File: src/rtl/pixel_sram_reader.sv
// ---------------------------------------------------------------------------
// pixel_sram_reader
//
// CPU readback engine for the external-SRAM pixel framebuffer. A single-pixel
// read command is accepted, pending framebuffer writes are allowed to drain,
// a read slot is requested from the SRAM arbiter and the returned R3G3B2 byte
// is handed back together with a one-cycle done pulse.
//
// state  | meaning
// -------+-----------------------------------------------------------------
// IDLE   | waiting for cpu_start
// FLUSH  | address latched, waiting for the write FIFO to drain
// REQ    | arb_req held high, waiting for arb_grant (bounded by TIMEOUT)
// WAIT   | grant seen, counting down the SRAM read latency
// DONE   | cpu_done (and cpu_err if flagged) high for this one cycle
//
// Ports:
//   clk100       arbiter clock, all logic on rising edge
//   reset        synchronous active-high reset
//   cpu_addr     pixel index, sampled with cpu_start
//   cpu_start    read command, accepted in IDLE or DONE
//   cpu_busy     command in progress (FLUSH, REQ, WAIT)
//   cpu_q        read data, held until the next completion
//   cpu_done     one-cycle completion pulse
//   cpu_err      one-cycle pulse with cpu_done on out-of-range or timeout
//   wfifo_empty  SRAM write FIFO has no pending CPU writes
//   arb_req      read slot request
//   arb_addr     SRAM byte address for the request
//   arb_grant    one-cycle pulse: arbiter has issued the read of arb_addr
//   arb_rdata    SRAM data, valid READ_LATENCY cycles after grant
// ---------------------------------------------------------------------------
module pixel_sram_reader #(
    parameter logic [18:0] FB_BASE      = 19'h00000,
    parameter int          FB_PIXELS    = 76800,
    parameter int          READ_LATENCY = 2,
    parameter int          TIMEOUT      = 4095
) (
    input  logic        clk100,
    input  logic        reset,
    input  logic [16:0] cpu_addr,
    input  logic        cpu_start,
    output logic        cpu_busy,
    output logic [7:0]  cpu_q,
    output logic        cpu_done,
    output logic        cpu_err,
    input  logic        wfifo_empty,
    output logic        arb_req,
    output logic [18:0] arb_addr,
    input  logic        arb_grant,
    input  logic [7:0]  arb_rdata
);

    typedef enum logic [2:0] {
        S_IDLE,
        S_FLUSH,
        S_REQ,
        S_WAIT,
        S_DONE
    } state_t;

    // One bit wider than cpu_addr so a full 2^17 pixel count still compares.
    localparam logic [17:0] PIX_LIMIT = 18'(FB_PIXELS);
    // Down-counters terminate at zero, so they are loaded with count-1.
    localparam logic [2:0]  LAT_LOAD  = 3'(READ_LATENCY - 1);
    localparam logic [11:0] TMO_LOAD  = 12'(TIMEOUT - 1);

    state_t      state, state_n;
    logic [7:0]  q_n;
    logic [18:0] addr_n;
    logic        req_n;
    logic        err_flag, err_n;
    logic [2:0]  lat_cnt, lat_n;
    logic [11:0] tmo_cnt, tmo_n;
    logic        addr_oob;

    assign addr_oob = ({1'b0, cpu_addr} >= PIX_LIMIT);

    always_ff @(posedge clk100) begin
        if (reset) begin
            state    <= S_IDLE;
            cpu_q    <= 8'h00;
            arb_req  <= 1'b0;
            arb_addr <= 19'h00000;
            err_flag <= 1'b0;
            lat_cnt  <= 3'd0;
            tmo_cnt  <= 12'd0;
        end else begin
            state    <= state_n;
            cpu_q    <= q_n;
            arb_req  <= req_n;
            arb_addr <= addr_n;
            err_flag <= err_n;
            lat_cnt  <= lat_n;
            tmo_cnt  <= tmo_n;
        end
    end

    always_comb begin
        state_n = state;
        q_n     = cpu_q;
        addr_n  = arb_addr;
        req_n   = arb_req;
        err_n   = err_flag;
        lat_n   = lat_cnt;
        tmo_n   = tmo_cnt;

        case (state)
            // DONE behaves like IDLE for command acceptance so a new read
            // can be issued in the completion cycle.
            S_IDLE, S_DONE: begin
                state_n = S_IDLE;
                err_n   = 1'b0;
                if (cpu_start) begin
                    if (addr_oob) begin
                        q_n     = 8'h00;
                        err_n   = 1'b1;
                        state_n = S_DONE;
                    end else begin
                        addr_n  = FB_BASE + {2'b00, cpu_addr};
                        state_n = S_FLUSH;
                    end
                end
            end

            S_FLUSH: begin
                if (wfifo_empty) begin
                    req_n   = 1'b1;
                    tmo_n   = TMO_LOAD;
                    state_n = S_REQ;
                end
            end

            // Grant is checked first so it wins over an expiring timeout.
            S_REQ: begin
                if (arb_grant) begin
                    req_n   = 1'b0;
                    lat_n   = LAT_LOAD;
                    state_n = S_WAIT;
                end else if (tmo_cnt == 12'd0) begin
                    req_n   = 1'b0;
                    q_n     = 8'h00;
                    err_n   = 1'b1;
                    state_n = S_DONE;
                end else begin
                    tmo_n = tmo_cnt - 12'd1;
                end
            end

            S_WAIT: begin
                if (lat_cnt == 3'd0) begin
                    q_n     = arb_rdata;
                    state_n = S_DONE;
                end else begin
                    lat_n = lat_cnt - 3'd1;
                end
            end

            default: begin
                req_n   = 1'b0;
                state_n = S_IDLE;
            end
        endcase
    end

    assign cpu_busy = (state == S_FLUSH) || (state == S_REQ) || (state == S_WAIT);
    assign cpu_done = (state == S_DONE);
    assign cpu_err  = (state == S_DONE) && err_flag;

endmodule
File: config.mk
export PLATFORM = sky130hd
export DESIGN_NAME = pixel_sram_reader
export DESIGN_NICKNAME = d
export VERILOG_FILES = /design/src/rtl/pixel_sram_reader.sv
export SDC_FILE = /design/constraint.sdc
export NUM_CORES = 1
export LEC_CHECK = 0
export ABC_AREA = 1
export BUFFER_PORTS_ARGS = -buffer_cell sky130_fd_sc_hd__buf_2
export CAP_MARGIN = 20
export CORE_UTILIZATION = 40
export DETAILED_ROUTE_END_ITERATION = 12
export PLACE_DENSITY = 0.69
export RECOVER_POWER = 25
export SLEW_MARGIN = 15
export SYNTH_ARGS = -nofsm -noshare
export SYNTH_HDL_FRONTEND = slang
export SYNTH_SLANG_ARGS = --single-unit
File: constraint.sdc
create_clock -name clk100 -period 3.4 [get_ports clk100]
set_clock_uncertainty 0.05 [all_clocks]
set_input_delay 0.51 -clock clk100 [delete_from_list [all_inputs] [get_ports clk100]]
set_output_delay 0.51 -clock clk100 [all_outputs]
set_load 0.03 [all_outputs]
# Yosys cells after proc, flatten, opt, wreduce, memory -nomap -nowiden
# Index checks and enable logic that the tools add are counted.
[classes]
order_cmp = 1
n_addsub = 2
n_eq_ne = 14
mux = 29
reduce_logical = 19
bitwise_logic = 2
[ops]
columns = ["operator", "count"]
rows = [
  ["8-bit 2-to-1 mux", 5],
  ["12-bit 2-to-1 mux", 3],
  ["3-bit 2-to-1 mux", 8],
  ["12-bit case mux with 2 select lines", 1],
  ["8-bit case mux with 3 select lines", 1],
  ["2-bit inequality test, second input constant", 9],
  ["17-bit >= comparator, second input constant", 1],
  ["3-bit AND reduction", 5],
  ["12-bit logical NOT", 1],
  ["3-bit case mux with 4 select lines", 1],
  ["12-bit by 1-bit subtractor with 12-bit output, second input constant", 1],
  ["1-bit 2-to-1 mux", 7],
  ["3-bit by 2-bit equality test with 1-bit output, second input constant", 2],
  ["3-bit logical NOT", 2],
  ["3-bit case mux with 2 select lines", 1],
  ["6-bit AND reduction", 1],
  ["2-bit nonzero test", 3],
  ["4-bit AND reduction", 1],
  ["3-bit by 1-bit equality test with 1-bit output, second input constant", 1],
  ["3-bit equality test, second input constant", 1],
  ["3-bit inequality test, second input constant", 1],
  ["1-bit case mux with 3 select lines", 1],
  ["3-bit nonzero test", 1],
  ["3-bit OR reduction", 1],
  ["6 further kinds", 8],
]
[totals]
elab_cells = 74
reg_bits = 45

# Logic depth before layout (Yosys ltp)
# Gate-level depths: netlist of run 1.
[logic_depth]
depth_word = 4
ltp_mapped = 11

# Worst setup path before layout of run 1
# OpenSTA, ideal clock, no wires.
[synth_path]
path_kind = "register -> output"
from = "register state[0]"
to = "output port cpu_done"
required_time_ns = 2.840
n_path_buf = 0
setup_slack_ns = 1.804
arrival_ns = 1.036
path_stages_with_launch = 4
path_cell_list = "dfxtp_1 nor2_2 inv_1 nor2_1"
[synth_via]
elab_chain_len = 1
[synth_rtl]
columns = ["item", "line_no", "source"]
rows = [
  ["start, declared", "67", "state_t state, state_n;"],
  ["start signal, assigned", "88", "state <= state_n;"],
  ["3-bit equality test", "166", "assign cpu_done = (state == S_DONE);"],
  ["end, declared", "44", "output logic cpu_done,"],
]
# Every way passes these cells.

# Final worst setup path of run 1
[layout_path]
from = "register state[0]"
to = "register cpu_q[1]"
[layout_via]
elab_chain_len = 4
word_cells_on_any_way = 13
classes_between = "8 x eq/ne; 1 x mux; 4 x reduce/logical"
[layout_rtl]
columns = ["item", "line_no", "source"]
rows = [
  ["3-bit equality test or 3-bit logical NOT (tied branches)", "107", "case (state)"],
  ["2-bit OR reduction", "107", ""],
  ["2-bit inequality test (no line) or 3-bit nonzero test (tied branches)", "n/a", ""],
  ["6-bit AND reduction (no line)", "n/a", ""],
  ["end signal, assigned", "89", "cpu_q <= q_n;"],
  ["end, declared", "43", "output logic [7:0] cpu_q,"],
]
# Parallel ways exist; a longest one is shown, timed or not.
# A chain may end at the register's enable or synchronous reset.

==> impl_metrics.env, run 1 <==
export IMPL_slew_headroom_pct=44.40
export IMPL_cts_sinks=45
export IMPL_antenna_left=0
export IMPL_cts_tree="built"
export IMPL_grt_usage_pct=17.11
export IMPL_cts_made_buffers=5
export IMPL_synth_edf_count=0
export IMPL_maxCapViolations=0
export IMPL_via_per_inst=4.805
export IMPL_min_path_type="reg -> reg"
export IMPL_worstReg2RegEnd="cpu_q[1]$_SDFFE_PP0P_"
export IMPL_max_freq_ghz=0.5003
export IMPL_seq_area_frac_synth_pct=38.94
export IMPL_worst_slew_pin_slew_ps=833.1
export IMPL_drive_gt1_share_pct=17.77
export IMPL_fin_hold_ws_ps=398.8
export IMPL_syn_to_final_growth_pct=17.47
export IMPL_path_class="reg -> reg"
export IMPL_wl_um=5063
export IMPL_start_util_pct=41.76
export IMPL_layout_nets=427
export IMPL_setup_reg_to_reg_worst_slack_ps=1400
export IMPL_finish_utilization_pct=49.05
export IMPL_cts_buffer_depth=2
export IMPL_crit_chain="nand2_1 > nor2_1 > o21ai_2 > nand2_4 > a21oi_4 > nand3_1 > nand2_1 > nor2_1"
export IMPL_diodes=0
export IMPL_netlist_area_sq_um=2313
export IMPL_insertion_delay_ps=310
export IMPL_drt_pre_antenna_iters=4
export IMPL_root_buffer="clkbuf_8"
export IMPL_period_share_pct=58.79
export IMPL_rr_worst_depth=8
export IMPL_drv_slew=0
export IMPL_dieArea_sq_um=6092
export IMPL_place_area_sq_um=2625
export IMPL_crit_required_ps=3600
export IMPL_grt_max_degree=35
export IMPL_ir_drop_v=0.0002612
export IMPL_yosys_warnings=0
export IMPL_p_leak_uw=0.001216
export IMPL_antenna_found_initial=0
export IMPL_yosysTopAreaCell="dfxtp_1"
export IMPL_timing_rr_start="state[0]$_SDFFE_PP0P_"
export IMPL_cts_resized=0
export IMPL_synthFlopType="dfxtp_1"
export IMPL_critPathArrivalTime_ps=2200
export IMPL_grt_overflow=0
export IMPL_drtIter0Drc=88
export IMPL_num_rows=27
export IMPL_grt_pass1_vias=1931
export IMPL_cp_slowest_stage_delay_ps=550
export IMPL_cts_htree_levels=2
export IMPL_synth_cell_types=29
export IMPL_worstPathMaxFanout=17
export IMPL_coreArea_sq_um=5540
export IMPL_ys_async_sr_fraction_pct=0
export IMPL_ys_ff_latch=45
export IMPL_clkTransAtPathRegs_ps=90
export IMPL_end_kind="flop"
export IMPL_setup_viol=0
export IMPL_synthCells=340
export IMPL_cp_top_family="simple AND/OR/NAND/NOR gates"
export IMPL_status="finished clean"
export IMPL_crit_end="cpu_q[1]$_SDFFE_PP0P_"
export IMPL_crit_start="state[0]$_SDFFE_PP0P_"
export IMPL_grt_pass1_wl_um=8418
export IMPL_period_needed_ps=1999
export IMPL_wire_per_inst_um=10.86
export IMPL_synth_top_area_share_pct=38.94
export IMPL_timing_critical_path_buf_inv=0
export IMPL_dp_hpwl_um=3640
export IMPL_powerDensity_nw_per_um2=549.4
export IMPL_grt_setup_unrepaired="false"
export IMPL_final_area_sq_um=2718
export IMPL_ctsHoldBuffers=0
export IMPL_timing_hold_violations_final=0
export IMPL_portBuffers=58
export IMPL_cpMaxStageDelayCell="nor2_1"
export IMPL_drc=0
export IMPL_fin_setup_tns_ps=0
export IMPL_avgSynthCellArea_sq_um=6.804
export IMPL_routed_via_count=2239
export IMPL_die_w_um=78.05
export IMPL_pin_count=61
export IMPL_yosys_top_cells_area="dfxtp_1 39%, nand2_1 10%, a21oi_1 9.1%"
export IMPL_die_h_um=78.05
export IMPL_start_kind="flop"
export IMPL_cts_setup_buffers=0
export IMPL_gp_congestion=0.8162
export IMPL_cp_depth=8
logic make-up after synthesis:
family          share of synthesized area (%)
other cells                            0.1621
flops                                   38.94
compound gates                          16.55
fa+ha+maj                               2.163
simple gates                            31.64
buf+inv                                 10.55
registers in the layout (all words and copies together), names as in the netlist:
| name | cells |
|---|---|
| err_flag | 1 |
| arb_req | 1 |
| cpu_q | 8 |
| state | 3 |
| lat_cnt | 3 |
| arb_addr | 17 |
| tmo_cnt | 12 |
report_power, final:
part / total [uW] / switching, uW / internal, uW
sequential: 628 / 44.3 / 584
combinational: 449 / 302 / 147
clock: 416 / 196 / 220
total: 1490 / 542 / 951
final cells by class:
cell class | instances | area (sq um)
well taps | 72 | 90.09
clock buffers | 5 | 68.82
inverters | 43 | 163.9
multi-input cells | 239 | 1172
clock inverters | 3 | 46.29
repair buffers | 59 | 275.3
flip-flops and latches | 45 | 900.9
fillers | 584 | 2823
Yosys cell counts (2+ instances only):
cell / number
buf_2: 4
nand4_1: 2
clkbuf_1: 6
a21oi_1: 42
or2_2: 3
dfxtp_1: 45
nand2_1: 64
inv_1: 41
nor2_2: 4
nand2_2: 4
o21ai_0: 27
nor2_1: 38
and2_1: 2
nand3_1: 35
buf_6: 2
nand2_4: 4
buf_4: 2
ha_1: 4
placed cells by master, fill, tap and decap left out, drive strengths merged:
cell type and instances:
nand2 72, nand3 36, and3 1, inv 43, ha 4, o22ai 1, or2 3, clkinv 1
and2 2, o21ai 28, clkinvlp 1, buf 41, bufinv 1, conb 2, a21oi 43, dfxtp 45
nor2 43, a31oi 1, clkbuf 23, nand3b 1, nand4 2
per-stage QoR:
| stage | total power [uW] | worst slack, ps | instances |
|---|---|---|---|
| after CTS | 1514 | 1407 | 466 |
| final | 1493 | 1401 | 466 |
| after global routing | 1589 | 1197 | 466 |
| after detailed placement | 1095 | 1462 | 458 |
| after floorplan | 990.1 | 1804 | 341 |
| after global placement | 1086 | 1489 | 458 |
routing by layer:
layer	vias to the layer above	GRT usage (%)	routed length, um	share of wire (%)
li1	1191	-	-	-
met5	-	0	0	0
met3	7	4.884	346	6.8
met2	70	27.63	2136	42
met1	971	21.67	2508	50
met4	0	6.111	71	1.4
worst min-delay path: cells and delay by family, from the launching register on:
family | cells | cell delay, ps
DFF | 1 | 320
buffers and inverters | 1 | 50
AOI/OAI and AO/OA | 1 | 50
how the worst min path moves through the flow:
| stage | startpoint | end | slack [ps] | cells after the start |
|---|---|---|---|---|
| finish | arb_addr[10]$_SDFFE_PP0P_ | arb_addr[10]$_SDFFE_PP0P_ | 400 | 2 |
| global placement | arb_addr[9]$_SDFFE_PP0P_ | arb_addr[9]$_SDFFE_PP0P_ | 380 | 2 |
| global route | arb_addr[2]$_SDFFE_PP0P_ | arb_addr[2]$_SDFFE_PP0P_ | 420 | 2 |
| detailed placement | arb_addr[10]$_SDFFE_PP0P_ | arb_addr[10]$_SDFFE_PP0P_ | 390 | 2 |
| floorplan | lat_cnt[0]$_SDFFE_PP0P_ | lat_cnt[0]$_SDFFE_PP0P_ | 380 | 1 |
| CTS | arb_addr[10]$_SDFFE_PP0P_ | arb_addr[10]$_SDFFE_PP0P_ | 400 | 2 |
(Power assumes the default switching activity.)
==> run 2, diff against run 1 <==
--- a/config.mk
+++ b/config.mk
@@ -10,7 +10,7 @@
 export CAP_MARGIN = 20
 export CORE_UTILIZATION = 40
 export DETAILED_ROUTE_END_ITERATION = 12
-export PLACE_DENSITY = 0.69
+export PLACE_DENSITY = 0.72
 export RECOVER_POWER = 25
 export SLEW_MARGIN = 15
 export SYNTH_ARGS = -nofsm -noshare
==> constraint.sdc (replaced) <==
create_clock -name clk100 -period 1.6 [get_ports clk100]
set_clock_uncertainty 0.05 [all_clocks]
set_input_delay 0.24 -clock clk100 [delete_from_list [all_inputs] [get_ports clk100]]
set_output_delay 0.24 -clock clk100 [all_outputs]
set_load 0.03 [all_outputs]
==> run 2 against run 1 <==
  * Sequential power grew 110%
  * Die area is the same
  * Highest routed layer unchanged
  * Largest cell class unchanged
  * Critical path type unchanged
  * Non-clock buffer count increased by 29
  * Clock-buffer cell count is 1 higher
==> impl_metrics.env, run 2 (same netlist as run 1, synthesis figures left out) <==
export IMPL_status="finished clean"
export IMPL_cts_sinks=45
export IMPL_drive_gt1_share_pct=30.66
export IMPL_nFillCells=551
export IMPL_drc=0
export IMPL_antenna_found_initial=0
export IMPL_place_area_sq_um=2798
export IMPL_layout_nets=457
export IMPL_crit_top_cell="nand2_4"
export IMPL_dp_hpwl_um=3883
export IMPL_cts_buffer_depth=2
export IMPL_grt_pass1_wl_um=9004
export IMPL_gp_congestion=0.8165
export IMPL_wl_um=5949
export IMPL_period_share_pct=99.46
export IMPL_pwr_share_comb_pct=38.0
export IMPL_clockPowerShare_pct=21.3
export IMPL_die_w_um=78.05
export IMPL_path_class="reg -> reg"
export IMPL_swShare_pct=38.06
export IMPL_setup_viol=0
export IMPL_syn_to_final_growth_pct=35.64
export IMPL_ir_drop_v=0.0005315
export IMPL_start_util_pct=41.76
export IMPL_cts_made_buffers=5
export IMPL_switchingPower_uw=1247
export IMPL_grt_usage_pct=18.51
export IMPL_drtIter0Drc=110
export IMPL_fin_hold_ws_ps=163.6
export IMPL_critPathArrivalTime_ps=1740
export IMPL_crit_required_ps=1750
export IMPL_largest_register_ffs=17
export IMPL_layout_commonest_cell="nand2_1"
export IMPL_worstPathMaxFanout=4
export IMPL_timing_hold_violations_final=0
export IMPL_cts_tree="built"
export IMPL_grt_overflow=0
export IMPL_num_rows=27
export IMPL_cts_htree_levels=2
export IMPL_period_needed_ps=1591
export IMPL_insertion_delay_ps=300
export IMPL_start_kind="flop"
export IMPL_regMostFlops="arb_addr"
export IMPL_cp_slowest_stage_delay_ps=360
export IMPL_setup_reg_to_reg_worst_slack_ps=9
export IMPL_p_leak_uw=0.001435
export IMPL_coreArea_sq_um=5540
export IMPL_antenna_left=0
export IMPL_power_frac_seq_pct=40.7
export IMPL_max_freq_ghz=0.6284
export IMPL_finish_utilization_pct=56.64
export IMPL_root_buffer="clkbuf_8"
export IMPL_end_kind="flop"
export IMPL_final_cell_mix="63 x nand2_1, 42 x buf_2, 41 x a21oi_1"
export IMPL_grt_pass1_vias=2132
export IMPL_top_regs="arb_addr: 17 flops, tmo_cnt: 12 flops, cpu_q: 8 flops"
export IMPL_min_path_type="in -> reg"
export IMPL_wire_per_inst_um=11.99
export IMPL_crit_chain="inv_4 > ha_4 > nand2_4 > nor2_4 > nand2_4 > a21oi_4 > clkbuf_16 > nand3_2 > nand2_1 > nor2_1"
export IMPL_via_per_inst=4.905
export IMPL_cpMaxStageDelayCell="dfxtp_4"
export IMPL_p_int_uw=2030
export IMPL_fin_total_pwr_uw=3277
export IMPL_fin_setup_tns_ps=0
export IMPL_drt_pre_antenna_iters=4
export IMPL_routed_via_count=2433
export IMPL_pin_count=61
export IMPL_grt_setup_unrepaired="true"
export IMPL_die_h_um=78.05
export IMPL_dieArea_sq_um=6092
export IMPL_portBuffers=58
export IMPL_powerDensity_nw_per_um2=1044
export IMPL_clkTransAtPathRegs_ps=90
export IMPL_grt_max_degree=32
export IMPL_drv_slew=0
export IMPL_maxCapViolations=0
export IMPL_final_area_sq_um=3138
export IMPL_diodes=0
[run 2: cell count changes in the layout (fill, tap and decap cells not counted), moves of 4 or more]
| cell | before | now |
|---|---|---|
| buf_4 | 1 | 25 |
| dfxtp_1 | 45 | 36 |
| dfxtp_2 | 0 | 8 |
| inv_1 | 41 | 36 |
| nand3_1 | 35 | 30 |
| nand3_2 | 1 | 5 |
| nor2_1 | 38 | 34 |
[run 2: repair_timing]
| action | 4_1_cts | 5_1_grt |
|---|---|---|
| gates cloned | 0 | 3 |
| resized for setup | 2 | 44 |
| pin swaps | 0 | 8 |
| setup endpoints to repair | 2 | 25 |
| hold buffers | 0 | 0 |
| buffers inserted | 0 | 9 |
[run 2: area by class of cell]
cell class	instances	area, sq um	area share, %
Multi-Input combinational cell	240	1310	41.75
Sequential cell	45	914.6	29.15
Timing Repair Buffer	88	571.8	18.22
Inverter	43	168.9	5.383
Tap cell	72	90.09	2.871
Clock buffer	6	72.57	2.313
Clock inverter	2	10.01	0.3190
[run 2: per-stage QoR]
step | setup slack [ps] | cells
CTS | 11.47 | 484
detailed placement | 26.87 | 476
global route | -71.94 | 496
finish | 8.664 | 496
floorplan | 98.88 | 341
global placement | 91.64 | 476
[run 2: metal layers]
metal / up-vias / track usage [%] / part of all wire, %
met1: 1081 / 22.01 / 44
met3: 12 / 6.047 / 8.0
met4: 0 / 5.926 / 1.6
met2: 85 / 31.40 / 47
met5: - / 0 / 0
li1: 1255 / - / -
[run 2: worst max-delay path: cells and delay by family (launching register included)]
family	cells	cell delay [ps]
AOI/OAI and AO/OA	1	250
adders and majority gates	1	140
buffers and inverters	2	270
DFF	1	360
and+or+nand+nor	6	420
[run 2: power by group through the flow]
stage | Combinational, uW | Sequential, uW | Clock, uW
final | 1250 | 1330 | 698
after global routing | 1390 | 1350 | 757
after CTS | 1090 | 1320 | 713
after detailed placement | 1090 | 1350 | 0
after global placement | 1060 | 1340 | 0
after floorplan | 627 | 1480 | 0
[run 2: path summary, 6_finish.rpt]
path	start	end	cells after the start
min reg2reg	arb_addr[12]$_SDFFE_PP0P_	arb_addr[12]$_SDFFE_PP0P_	2
max reg2reg	tmo_cnt[0]$_SDFFE_PP0P_	cpu_q[0]$_SDFFE_PP0P_	10
min	cpu_addr[2]	arb_addr[2]$_SDFFE_PP0P_	3
max	tmo_cnt[0]$_SDFFE_PP0P_	cpu_q[0]$_SDFFE_PP0P_	10
==> run 3, diff against run 2 <==
--- a/config.mk
+++ b/config.mk
@@ -8,6 +8,7 @@
 export ABC_AREA = 1
 export BUFFER_PORTS_ARGS = -buffer_cell sky130_fd_sc_hd__buf_2
 export CAP_MARGIN = 20
+export CORE_ASPECT_RATIO = 1.25
 export CORE_UTILIZATION = 40
 export DETAILED_ROUTE_END_ITERATION = 12
 export PLACE_DENSITY = 0.72
==> run 3 against run 2 <==
  * The flow now finishes with violations (negative setup slack)
  * Design area fell by 2.0%
  * Setup slack got worse by 21 ps
  * Critical path depth did not move
  * Die area barely moved
  * Power rose by 1.1%
  * Routed wire length fell by 3.2%
  * Via count barely moved
  * Sequential share of layout area rose by 0.46 points
  * Clock power rose by 7.3%
  * Register-to-register slack got worse by 20 ps
  * Final cell count fell by 1.4%
  * Fmax fell by 1.3%
==> impl_metrics.env, run 3 (same netlist as run 1, synthesis figures left out) <==
export IMPL_status="complete, but fails checks"
export IMPL_violations="negative setup slack"
export IMPL_cts_sinks=45
export IMPL_wire_per_inst_um=11.78
export IMPL_slew_headroom_pct=62.63
export IMPL_antenna_left=0
export IMPL_via_per_inst=4.980
export IMPL_layout_nets=458
export IMPL_grt_setup_unrepaired="true"
export IMPL_p_leak_uw=0.001424
export IMPL_antenna_found_initial=0
export IMPL_root_buffer="clkbuf_8"
export IMPL_min_path_type="in -> reg"
export IMPL_grt_overflow=0
export IMPL_cts_buffer_depth=2
export IMPL_nFillCells=525
export IMPL_final_cell_mix="62 x nand2_1, 42 x buf_2, 41 x a21oi_1"
export IMPL_start_util_pct=41.93
export IMPL_regMostFlops="arb_addr"
export IMPL_syn_to_final_growth_pct=32.99
export IMPL_wl_um=5760
export IMPL_diodes=0
export IMPL_grt_pass1_wl_um=8631
export IMPL_seq_area_sq_um=910.9
export IMPL_coreArea_sq_um=5518
export IMPL_period_needed_ps=1612
export IMPL_period_share_pct=100.8
export IMPL_num_rows=30
export IMPL_dieArea_sq_um=6093
export IMPL_end_kind="flop"
export IMPL_gp_congestion=0.8619
export IMPL_drt_pre_antenna_iters=4
export IMPL_multi_input_area_sq_um=1260
export IMPL_worstPathMaxFanout=4
export IMPL_drv_slew=0
export IMPL_path_class="reg -> reg"
export IMPL_grt_pass1_vias=2037
export IMPL_crit_required_ps=1760
export IMPL_cts_tree="built"
export IMPL_drive_gt1_share_pct=30.59
export IMPL_largest_register_ffs=17
export IMPL_ctsHoldBuffers=0
export IMPL_drc=0
export IMPL_max_freq_ghz=0.6202
export IMPL_fin_ws_ps=-12.37
export IMPL_ir_drop_v=0.0004919
export IMPL_die_w_um=70.02
export IMPL_setup_viol=3
export IMPL_cts_made_buffers=5
export IMPL_portBuffers=58
export IMPL_drtIter0Drc=101
export IMPL_powerDensity_nw_per_um2=1077
export IMPL_worst_slew_pin_slew_ps=559.2
export IMPL_critPathArrivalTime_ps=1770
export IMPL_top_regs="arb_addr: 17 flops, tmo_cnt: 12 flops, cpu_q: 8 flops"
export IMPL_layout_commonest_cell="nand2_1"
export IMPL_grt_max_degree=36
export IMPL_dp_hpwl_um=3748
export IMPL_start_kind="flop"
export IMPL_finish_utilization_pct=55.76
export IMPL_pin_count=61
export IMPL_routed_via_count=2435
export IMPL_timing_hold_violations_final=0
export IMPL_fin_total_pwr_uw=3313
export IMPL_maxCapViolations=0
export IMPL_cts_htree_levels=2
export IMPL_die_h_um=87.03
export IMPL_final_area_sq_um=3077
export IMPL_place_area_sq_um=2755
export IMPL_clkTransAtPathRegs_ps=90
export IMPL_insertion_delay_ps=310
export IMPL_grt_usage_pct=17.62
## run 3: changes by cell type in the layout (fill, tap and decap cells not counted), sizes merged
cell	delta
buf	+3
clkbuf	-1
nand2	-1
## run 3: worst max-delay path: stages, from the launching register on
cell	delay [ps]
dfxtp_2	330
inv_2	80
ha_4	130
inv_2	30
o21ai_2	190
nand2_4	80
a21oi_4	230
clkbuf_16	200
nand3_2	60
nand2_1	90
nor2_1	40
## run 3: layout make-up
class / instances / share of cell area, %
multi-input combinational: 239 / 40.95
sequential: 45 / 29.61
timing repair buffer: 90 / 18.38
inverter: 43 / 5.327
clock buffer: 6 / 2.684
tap: 64 / 2.603
clock inverter: 2 / 0.4473
## run 3: final timing paths
kind                             start                         to  slack (ps)  cells after the start
max            lat_cnt[1]$_SDFFE_PP0P_      cpu_q[5]$_SDFFE_PP0P_         -10                     10
min reg2reg  arb_addr[10]$_SDFFE_PP0P_  arb_addr[10]$_SDFFE_PP0P_         400                      2
max reg2reg    lat_cnt[1]$_SDFFE_PP0P_      cpu_q[5]$_SDFFE_PP0P_         -10                     10
min                        cpu_addr[1]   arb_addr[1]$_SDFFE_PP0P_         160                      3
## run 3: repair_timing
| item | in CTS | in global routing |
|---|---|---|
| setup buffers | 0 | 12 |
| setup endpoints to repair | 2 | 25 |
| hold endpoints to repair | 0 | 0 |
| cloned | 0 | 2 |
| pin swaps | 0 | 14 |
| resized for setup | 2 | 36 |
## run 3: stage by stage
step | setup TNS, ps | hold WS, ps | cells | worst slack, ps
global route | -707.3 | 172.3 | 489 | -72.23
global placement | 0 | 377.3 | 467 | 50.80
finish | -31.78 | 163.7 | 489 | -12.37
CTS | 0 | 153.5 | 475 | 31.58
detailed placement | 0 | 381.8 | 467 | 38.13
floorplan | 0 | 259.1 | 341 | 98.88
## run 3: power by group
| group | internal [uW] | switching (uW) |
|---|---|---|
| logic | 484 | 752 |
| registers | 1240 | 84.5 |
| clock network | 350 | 398 |
| total | 2080 | 1240 |
## run 3: metal layers
layer / GRT usage (%) / up-vias / share of wire, %
li1: - / 1258 / -
met4: 10.91 / 0 / 2.1
met5: 0 / - / 0
met3: 4.167 / 10 / 6.9
met1: 19.93 / 1081 / 43
met2: 29.98 / 86 / 48
